==> src/rtl/fifo_stream_reader.sv <==
// Read-side fifo front end: pops the fifo and presents words on a valid/ready stream.
// Optional: FIFO_STREAM_READER_STATS_EN adds the word_count delivered-word counter.
module fifo_stream_reader #(
  parameter int DATA_WIDTH  = 22,
  parameter int COUNT_WIDTH = 16
) (
  input  logic                  clk,
  input  logic                  rst,
  input  logic                  ce,
  input  logic                  fifo_empty,
  output logic                  fifo_rd_en,
  input  logic [DATA_WIDTH-1:0] fifo_rd_data,
  output logic                  out_valid,
  input  logic                  out_ready,
  output logic [DATA_WIDTH-1:0] out_data,
  output logic [1:0]            occupancy
`ifdef FIFO_STREAM_READER_STATS_EN
  ,
  output logic [COUNT_WIDTH-1:0] word_count
`endif
);

  logic                  pending;
  logic [DATA_WIDTH-1:0] slot [2];
  logic [1:0]            occ;
  logic                  head;

  logic       active;
  logic       pop;
  logic       push;
  logic       wr_idx;
  logic [1:0] occ_next;

  assign active = ce & ~rst;

  assign out_valid = active & (occ != 2'd0);
  assign out_data  = slot[head];
  assign occupancy = occ;

  assign pop  = out_valid & out_ready;
  assign push = active & pending;

  assign occ_next = occ + {1'b0, push} - {1'b0, pop};

  // Only request when a slot is free for the word landing next cycle.
  assign fifo_rd_en = active & ~fifo_empty & (occ_next < 2'd2);

  // With occ=2 and a pop this lands on the slot being freed.
  assign wr_idx = head ^ occ[0];

  always_ff @(posedge clk) begin
    if (rst) begin
      pending <= 1'b0;
      occ     <= 2'd0;
      head    <= 1'b0;
      slot[0] <= '0;
      slot[1] <= '0;
    end else if (ce) begin
      pending <= fifo_rd_en;
      occ     <= occ_next;
      if (pop) begin
        head <= ~head;
      end
      if (push) begin
        slot[wr_idx] <= fifo_rd_data;
      end
    end
  end

  always_ff @(posedge clk) begin
    if (!rst && ce) begin
      assert (!((occ == 2'd2) && push && !pop));
      assert (!((occ == 2'd0) && pop));
    end
  end

`ifdef FIFO_STREAM_READER_STATS_EN
  always_ff @(posedge clk) begin
    if (rst) begin
      word_count <= '0;
    end else if (pop) begin
      word_count <= word_count + COUNT_WIDTH'(1);
    end
  end
`endif

endmodule

==> config.mk <==
export PLATFORM = sky130hd
export DESIGN_NAME = fifo_stream_reader
export DESIGN_NICKNAME = d
export VERILOG_FILES = /design/src/rtl/fifo_stream_reader.sv
export SDC_FILE = /design/constraint.sdc
export NUM_CORES = 1
export LEC_CHECK = 0
export CORE_AREA = 5 5 71 73
export DETAILED_ROUTE_END_ITERATION = 6
export DIE_AREA = 0 0 76 78
export PLACE_DENSITY_LB_ADDON = 0.12
export SETUP_SLACK_MARGIN = 0.02
export SLEW_MARGIN = 5
export SYNTH_ARGS = -nofsm -noshare
export SYNTH_HDL_FRONTEND = slang
export SYNTH_SLANG_ARGS = --single-unit
==> constraint.sdc <==
create_clock -name clk -period 5 [get_ports clk]
set_input_delay 1 -clock clk [delete_from_list [all_inputs] [get_ports clk]]
set_output_delay 1 -clock clk [all_outputs]
set_load 0.02 [all_outputs]
==> results, run 1 <==
- The run finished with clean final reports.
- The most frequent standard cell in the layout excluding fill and tap cells is sky130_fd_sc_hd__clkdlybuf4s50_1.
- The start-to-end type of the worst setup path is in2out.
- Across all layers, the routed design uses 1,308 vias.
- Sequential cells account for 56.5% of the total power.
- In this run the remaining antenna-violating nets after routing total 0.
- In this run the clock root is driven by a sky130_fd_sc_hd__clkbuf_8.
- In this run switching power makes up 20.7% of total power.
- In this run the worst hold path is classified as reg2reg.
- At the later pin of the worst-skew pair, clock insertion delay measures 0.30 ns.
- Summed over all layers, the global routing overflow is 0.
- For this run, the detailed router's first-pass iteration total came to 4.
- The clock tree from TritonCTS is yes.
- The horizontal die dimension is 76 um.
- The global placer's final weighted congestion is 0.660.
- The worst max-slew margin expressed relative to the limit is 19.0%.
- The design draws 826 uW.
- For this design the top-level I/O count stands at 53.
- TritonCTS created 5 clock buffers.
- The required time at the worst-slack endpoint is 4.00 ns.
- The count of state elements after synthesis is 49.
- The cell area after placement is 2770 um2.
- The half-perimeter wire length after placement is 2640 um.
- STA classifies the critical path endpoint as a primary output.
- The number of nets in the finished design is 232.
- The area of the core is 4290 um2.
- In the final layout, the share of cells above drive strength 1 is 18.6%.
- The floorplan step set the die height to 78 um.
- The number of nets in the synthesized netlist is 179.
- STA classifies the critical path startpoint as a primary input.
- In this run the critical register-to-register path is captured at pending.
- The final cycle utilization of the critical path is 92.7%.
- The clock network fraction of total power is 33.3%.
- The longest clock path from root to sink contains 2 buffers.
- The routed design could run at a clock period as short as 4.63 ns.
- The top cell type by area accounts for 59.2% of the synthesized area.
- Buffers added to address setup during post-CTS repair amount to 0.
- The unique cell type count in the Yosys netlist is 24.
- Counting instances, the worst hold path has a depth of 1.
- The maximum net fanout on the critical path is 6.
- The die covers 5930 um2.
- Counting tap cells, the placed design contains a total of 248 instances.
- The post-route non-filler standard cell count is 256.
- Entering global routing, the biggest net connects 23 pins.
- Setup repair after global routing left no endpoint under its margin.
- The number of cells on the worst reg-to-reg path is 8.
- In this run the power density over the cells is 287 nW/um2.
- The startpoint identified for the worst register-to-register timing path is occupancy[0].
- The number of global-route vias before repair is 1,332.
- The sequential cell area fraction in the yosys report is 63.7%.
- In this run the static leakage power is 0.00108 uW.
- The final-report setup violation count is 0.
- 0 antenna diodes ended up in the layout.
- Traced cell by cell, the critical path runs through clkdlybuf4s50_1 > nand2b_2 > nor3b_4 > ha_1 > inv_1 > ha_1 > xnor2_2 > xnor2_1 > nor3_1 > clkdlybuf4s50_1.
- The transition at the pin with the smallest max-transition slack is 1.22 ns.
- The cell area that synthesis handed to floorplanning was 2230 um2.
- The first-pass GRT wire length is 6300 um.
- The final hold violation count came to 0.
- The highest attainable clock frequency is 216 MHz.
- The maximum level of the CTS H-tree is 2.
- The number of antenna violations at the first check in global routing was 0.
- The layout has 310 filler cells.
- Port buffering added 52 buffers.
- Once the floorplan was initialized, standard cells occupied 52.0% of the core.
- A synthesized cell averages 14.9 um2.
- The combinational cell fraction of total power is 10.2%.
- Max-cap violations in this run came to 0.
- The detailed router's first-iteration violation count is 93.
- The routed via count divided by cell count is 5.11.
- The count of synthesis-stage warnings from yosys is 0.
- In the routed design, unresolved DRC markers number 0.
- The worst hold path begins at head.
- In this run the register-to-register setup slack is 2.99 ns.
- The cell taking the most area after synthesis is sky130_fd_sc_hd__edfxtp_1.
- For the final routed database, the setup TNS stands at 0 ns.
- The final worst hold slack is 0.540 ns.
- For this design the total switching power over the nets is 171 uW.
- Across every metal layer, demand over resource in global routing totals 13.6%.
- At the worst endpoint, the arrival time is 3.63 ns.
- The number of hold-repair buffers added at the cts stage is 0.
- The number of gates given a new drive strength after cts is 0.
- After detailed routing, the total wire length is 4020 um.
- The cell type of the slowest stage on the worst timing path is sky130_fd_sc_hd__clkdlybuf4s50_1.
- The tree built by TritonCTS fans out to 49 sinks.
- Ranked by total cell area, the synthesized netlist is headed by sky130_fd_sc_hd__edfxtp_1 (59%), sky130_fd_sc_hd__and2_1 (12%), sky130_fd_sc_hd__mux2_2 (11%).
- In this design, the stage delay of the slowest critical-path cell is 0.64 ns.
- Summing all non-filler instances in the final layout gives an area of 2880 um2.
- The internal cell power is 655 uW.
- The top cell types in the final layout, fill and taps aside, are sky130_fd_sc_hd__clkdlybuf4s50_1 (52), sky130_fd_sc_hd__and2_1 (44), sky130_fd_sc_hd__edfxtp_1 (44).
- Clock-pin slew was measured on the worst setup and hold paths at 0.08 ns.
- The synthesis-to-finish area growth is 29.0%.
- The gate count after technology mapping is 150.
- After detailed routing, the average wire length per cell comes to 15.7 um.
- The number of max-slew violations in the final report is 0.
- The worst hold path terminates at head.
- Across the routed clock network, the largest skew measured is 0.00484 ns.
- The maximum VDD drop is 0.194 mV.
- After floorplanning, the core was divided into 24 placement rows.
-- routing by layer --
| metal | wire length (um) | track usage, % | up-vias |
|---|---|---|---|
| met5 | 0 | 0 | - |
| met2 | 2120 | 24.1 | 36 |
| met4 | 38 | 4.80 | 0 |
| li1 | - | - | 633 |
| met3 | 237 | 4.98 | 5 |
| met1 | 1610 | 14.8 | 634 |
-- area by class of cell --
class / count / area, um2 / share of cell area, %
clock buffer: 5 / 68.8 / 2.39
tap: 52 / 65.1 / 2.26
clock inverter: 3 / 41.3 / 1.43
multi-input combinational: 92 / 752 / 26.1
sequential: 49 / 1420 / 49.3
inverter: 3 / 11.3 / 0.391
timing repair buffer: 52 / 520 / 18.1
-- cells by family after synthesis --
family / after synthesis / share of synthesized area, %
AO/OA/AOI/OAI: 5 / 1.51
flip-flops: 49 / 63.7
adder cells (fa/ha/maj): 2 / 1.12
AND/OR/NAND/NOR: 56 / 16.4
buffers and inverters: 9 / 2.97
multiplexers: 25 / 12.4
XOR/XNOR: 4 / 1.91
-- critical path, delay by kind of cell --
family | cells | cell delay, ns
XOR/XNOR | 2 | 0.27
AND/OR/NAND/NOR | 3 | 0.74
adder cells (fa/ha/maj) | 2 | 0.45
buffers and inverters | 3 | 1.19
-- worst max path at each step --
stage	start	end	slack, ns	cells past startpoint
floorplan	rst	fifo_rd_en	1.34	8
global placement	ce	fifo_rd_en	0.47	10
detailed placement	rst	fifo_rd_en	0.37	10
CTS	rst	fifo_rd_en	0.36	10
global route	rst	fifo_rd_en	0.19	10
finish	rst	fifo_rd_en	0.37	10
-- flip-flops by register name (all words and copies together), names as in the netlist, named ones only --
signal	count
occupancy	2
slot	44
pending	1
head	1
-- synth_stat cells --
master / count
sky130_fd_sc_hd__o32ai_1: 1
sky130_fd_sc_hd__inv_1: 3
sky130_fd_sc_hd__nor2_1: 3
sky130_fd_sc_hd__mux2_2: 22
sky130_fd_sc_hd__mux2i_1: 3
sky130_fd_sc_hd__o21ai_0: 2
sky130_fd_sc_hd__xnor2_1: 2
sky130_fd_sc_hd__xnor2_2: 1
sky130_fd_sc_hd__xor2_1: 1
sky130_fd_sc_hd__buf_6: 4
sky130_fd_sc_hd__buf_2: 2
sky130_fd_sc_hd__dfxtp_1: 5
sky130_fd_sc_hd__nor2_2: 2
sky130_fd_sc_hd__nand2_1: 2
sky130_fd_sc_hd__and2_1: 44
sky130_fd_sc_hd__nand2b_2: 1
sky130_fd_sc_hd__or2_2: 1
sky130_fd_sc_hd__nor3_1: 1
sky130_fd_sc_hd__nor3b_4: 1
sky130_fd_sc_hd__ha_1: 2
sky130_fd_sc_hd__nand3b_4: 1
sky130_fd_sc_hd__o211ai_1: 1
sky130_fd_sc_hd__edfxtp_1: 44
sky130_fd_sc_hd__o31ai_1: 1
-- power by group through the flow --
stage / sequential (uW) / clock, uW / combinational, uW
floorplan: 475 / 0 / 37.5
global placement: 475 / 0 / 84.0
detailed placement: 476 / 0 / 85.5
CTS: 467 / 280 / 85.9
global route: 468 / 292 / 90.2
finish: 466 / 275 / 84.6
-- stage by stage --
stage          utilization, %  setup slack, ns
2_1_floorplan               -             1.34
3_3_place_gp             64.5            0.469
3_5_place_dp             64.5            0.372
4_1_cts                  67.1            0.355
5_1_grt                  67.1            0.185
6_report                 67.1            0.367
Power figures use the tool's default switching activity.
==> run 2: changes to the inputs <==
SKIP_LAST_GASP = 1   (was unset)
==> results of run 2 <==
The final DEF is identical to that of run 1; final timing and power are the same.
==> run 3: changes to the inputs <==
RECOVER_POWER = 100   (was unset)
==> results, run 3 (synthesis gave the netlist of run 1 again) <==
- The run finished, with violations left.
- The checks that failed: max-capacitance violations, max-slew violations.
- The critical path is of the in2out type.
- The later-pin clock latency in the skew report was 0.30 ns (about the same).
- The half-perimeter wire length after placement is 2640 um (unchanged).
- The area taken by flip-flops and latches came to 1420 um2 (unchanged).
- The clock tree from TritonCTS is yes.
- The transition at the pin with the smallest max-transition slack is 2.08 ns (+0.867 ns).
- The maximum VDD drop is 0.193 mV (-0.39%).
- The count of cell instances traversed by the critical path was 10 (unchanged).
- The placement row count is 24 (unchanged).
- The worst register-to-register path ends at slot[0][14].
- The largest register by flop count is slot.
- STA classifies the critical path startpoint as a primary input.
- The number of buffers inserted during clock tree synthesis is 5 (unchanged).
- The area occupied by multi-input gates was 717 um2 (-4.7%).
- The post-route non-filler standard cell count is 256 (unchanged).
- The clock transition at the registers of the reported paths came to 0.08 ns (about the same).
- The leakage power summed over all cells was 0.00107 uW (-0.78%).
- The shortest period the worst path allows is 4.69 ns (+0.0528 ns).
- The chip height is 78 um (unchanged).
- The routed via count divided by cell count is 5.09 (-0.46%).
- Compared with the post-synthesis result, the final layout area differs by 27.5%.
- The worst slack at placement is 0.372 ns (unchanged).
- The clock sink count came to 49 (unchanged).
- The most critical setup path has its endpoint at fifo_rd_en.
- The maximum root-to-sink buffer count is 2 (unchanged).
- The area of the core came to 4290 um2 (unchanged).
- The detailed router's first-iteration violation count was 103 (+11%).
- The total congestion overflow is 0 (unchanged).
- The cell family contributing the most delay on the critical path is buffers and inverters.
- The count of TritonRoute iterations in the first routing pass is 4 (unchanged).
- The critical path goes through clkdlybuf4s50_1 > nand2b_1 > nor3b_4 > ha_1 > inv_1 > ha_1 > xnor2_1 > xnor2_1 > nor3_1 > clkdlybuf4s50_1.
- The number of global-route vias before repair is 1,332 (unchanged).
- The required time at the worst-slack endpoint came to 4.00 ns (about the same).
- The starting density of the core is 52.0% (unchanged).
- The number of antenna cells inserted is 0 (unchanged).
- The final-report setup violation count is 0 (unchanged).
- The maximum number of pins on one net before global-route repair was 23 (unchanged).
- The power per cell area is 288 nW/um2 (+0.40%).
- The delay of the slowest cell on the worst path is 0.64 ns (about the same).
- For this design, the slowest cell found on the critical path is sky130_fd_sc_hd__clkdlybuf4s50_1.
- The number of top-level pins was 53 (unchanged).
- The number of buffers added on ports is 52 (unchanged).
- The data arrival at the endpoint of the critical path is 3.69 ns (+0.06 ns).
- The layout cell share with drive strength beyond 1 came to 15.2% (-3.4 points).
- The highest attainable clock frequency was 213 MHz (-1.1%).
- The final-layout setup total negative slack is 0 ns (unchanged).
- The most critical setup path has its startpoint at rst.
- The DRC violation count after routing is 0 (unchanged).
- The via count of the routed design was 1,302 (-0.46%).
- The maximum net fanout on the critical path is 6 (unchanged).
- The number of fillers in the final layout is 317 (+2.3%).
- The number of max-slew violations in the final report is 46 (+46).
- Setup repair after global routing left no endpoint under its margin.
- The wire length per cell is 15.6 um (-0.40%).
- The tree is rooted in a sky130_fd_sc_hd__clkbuf_8.
- The count of cells along the worst register-to-register path was 2 (-6).
- The post-detailed-route count of antenna-violating nets is 0 (unchanged).
- The setup slack on the worst flop-to-flop path came to 2.40 ns (-0.59 ns).
- The number of hold-repair buffers added at the cts stage is 0 (unchanged).
- The floorplan die area came to 5930 um2 (unchanged).
- The total setup buffers inserted after CTS is 0 (unchanged).
- The final hold violation count is 0 (unchanged).
- The worst clock skew came to 0.00397 ns (-0.000872 ns).
- The final cycle utilization of the critical path came to 93.7% (+1.1 points).
- The number of max-cap violations is 2 (+2).
- The critical path buffer and inverter count is 3 (unchanged).
- The maximum level of the CTS H-tree is 2 (unchanged).
- The total placed cells including tap cells is 248 (unchanged).
- The number of gates given a new drive strength after cts was 0 (unchanged).
- The routed wire length is 4000 um (-0.40%).
- The horizontal die dimension is 76 um (unchanged).
- The cell area after placement is 2770 um2 (unchanged).
- The type of element capturing the critical path is a primary output.
- The number of nets in the finished design is 232 (unchanged).
- The kind of path behind the tightest hold check is reg2reg.
- The worst max-slew margin expressed relative to the limit is -39.8% (-59 points).
- The launch instance of the worst register-to-register path is occupancy[0].
- The first-pass GRT wire length was 6300 um (unchanged).
- The flip-flop count of the largest register, all copies and words added came to 44 (unchanged).
- In the layout the commonest cells are sky130_fd_sc_hd__edfxtp_1 (44), sky130_fd_sc_hd__and2_0 (27), sky130_fd_sc_hd__clkdlybuf4s50_1 (27).
- Leaving out fill and tap cells, the most frequent cell in the layout is sky130_fd_sc_hd__edfxtp_1.
- The global placer's final weighted congestion came to 0.660 (unchanged).
- The post-route worst setup slack is 0.315 ns (-0.0528 ns).
- The number of antenna violations at the first check in global routing came to 0 (unchanged).
- The overall fraction of global-route tracks in use is 13.6% (unchanged).
- The area of all placed cells without fillers is 2850 um2 (-1.2%).
-- run 3: cell types whose count changed in the layout (fill, tap and decap cells not counted), moves of 2 or more --
cell,before,now
sky130_fd_sc_hd__and2_1,44,17
sky130_fd_sc_hd__clkdlybuf4s50_1,52,27
sky130_fd_sc_hd__nor2_1,3,5
sky130_fd_sc_hd__o21ai_2,2,0
sky130_fd_sc_hd__nor2_2,2,0
sky130_fd_sc_hd__o21ai_1,0,2
sky130_fd_sc_hd__dlygate4sd3_1,0,25
sky130_fd_sc_hd__and2_0,0,27
-- run 3: worst min path at each step --
stage,startpoint,end,cells after the start
after global placement,head,head,1
after floorplan,head,register,1
final,pending,pending,2
after CTS,head,head,1
after global routing,pending,pending,2
after detailed placement,head,register,1
-- run 3: power by group --
| part | switching (uW) | leakage (uW) | internal (uW) |
|---|---|---|---|
| logic | 37.2 | 0.000527 | 41.8 |
| clock network | 126 | 0.0000518 | 147 |
| registers | 4.92 | 0.000495 | 462 |
| total | 168 | 0.00107 | 651 |
-- run 3: routing by layer --
layer / global-route usage, % / vias up / routed length (um)
li1: - / 633 / -
met1: 14.8 / 629 / 1630
met2: 24.1 / 36 / 2100
met3: 4.98 / 4 / 231
met4: 4.80 / 0 / 36
met5: 0 / - / 0
-- run 3: through the flow --
step                util (%)  total power, uW  hold slack (ns)
floorplan                  -              512            0.488
global placement        64.5              559            0.515
detailed placement      64.5              562            0.521
CTS                     67.1              833            0.541
global route            66.3              846            0.538
finish                  66.3              819            0.512
-- run 3: layout make-up --
class	count	area share, %
inverters	3	0.396
clock inverters	3	1.45
multi-input cells	92	25.2
well taps	52	2.29
repair buffers	52	18.3
flip-flops and latches	49	50.0
clock buffers	5	2.42
-- run 3: worst register-to-register path: stages (launching register included) --
cell	delay [ns]
sky130_fd_sc_hd__dfxtp_1	0.47
sky130_fd_sc_hd__xor2_1	0.14
sky130_fd_sc_hd__o21ai_1	1.57
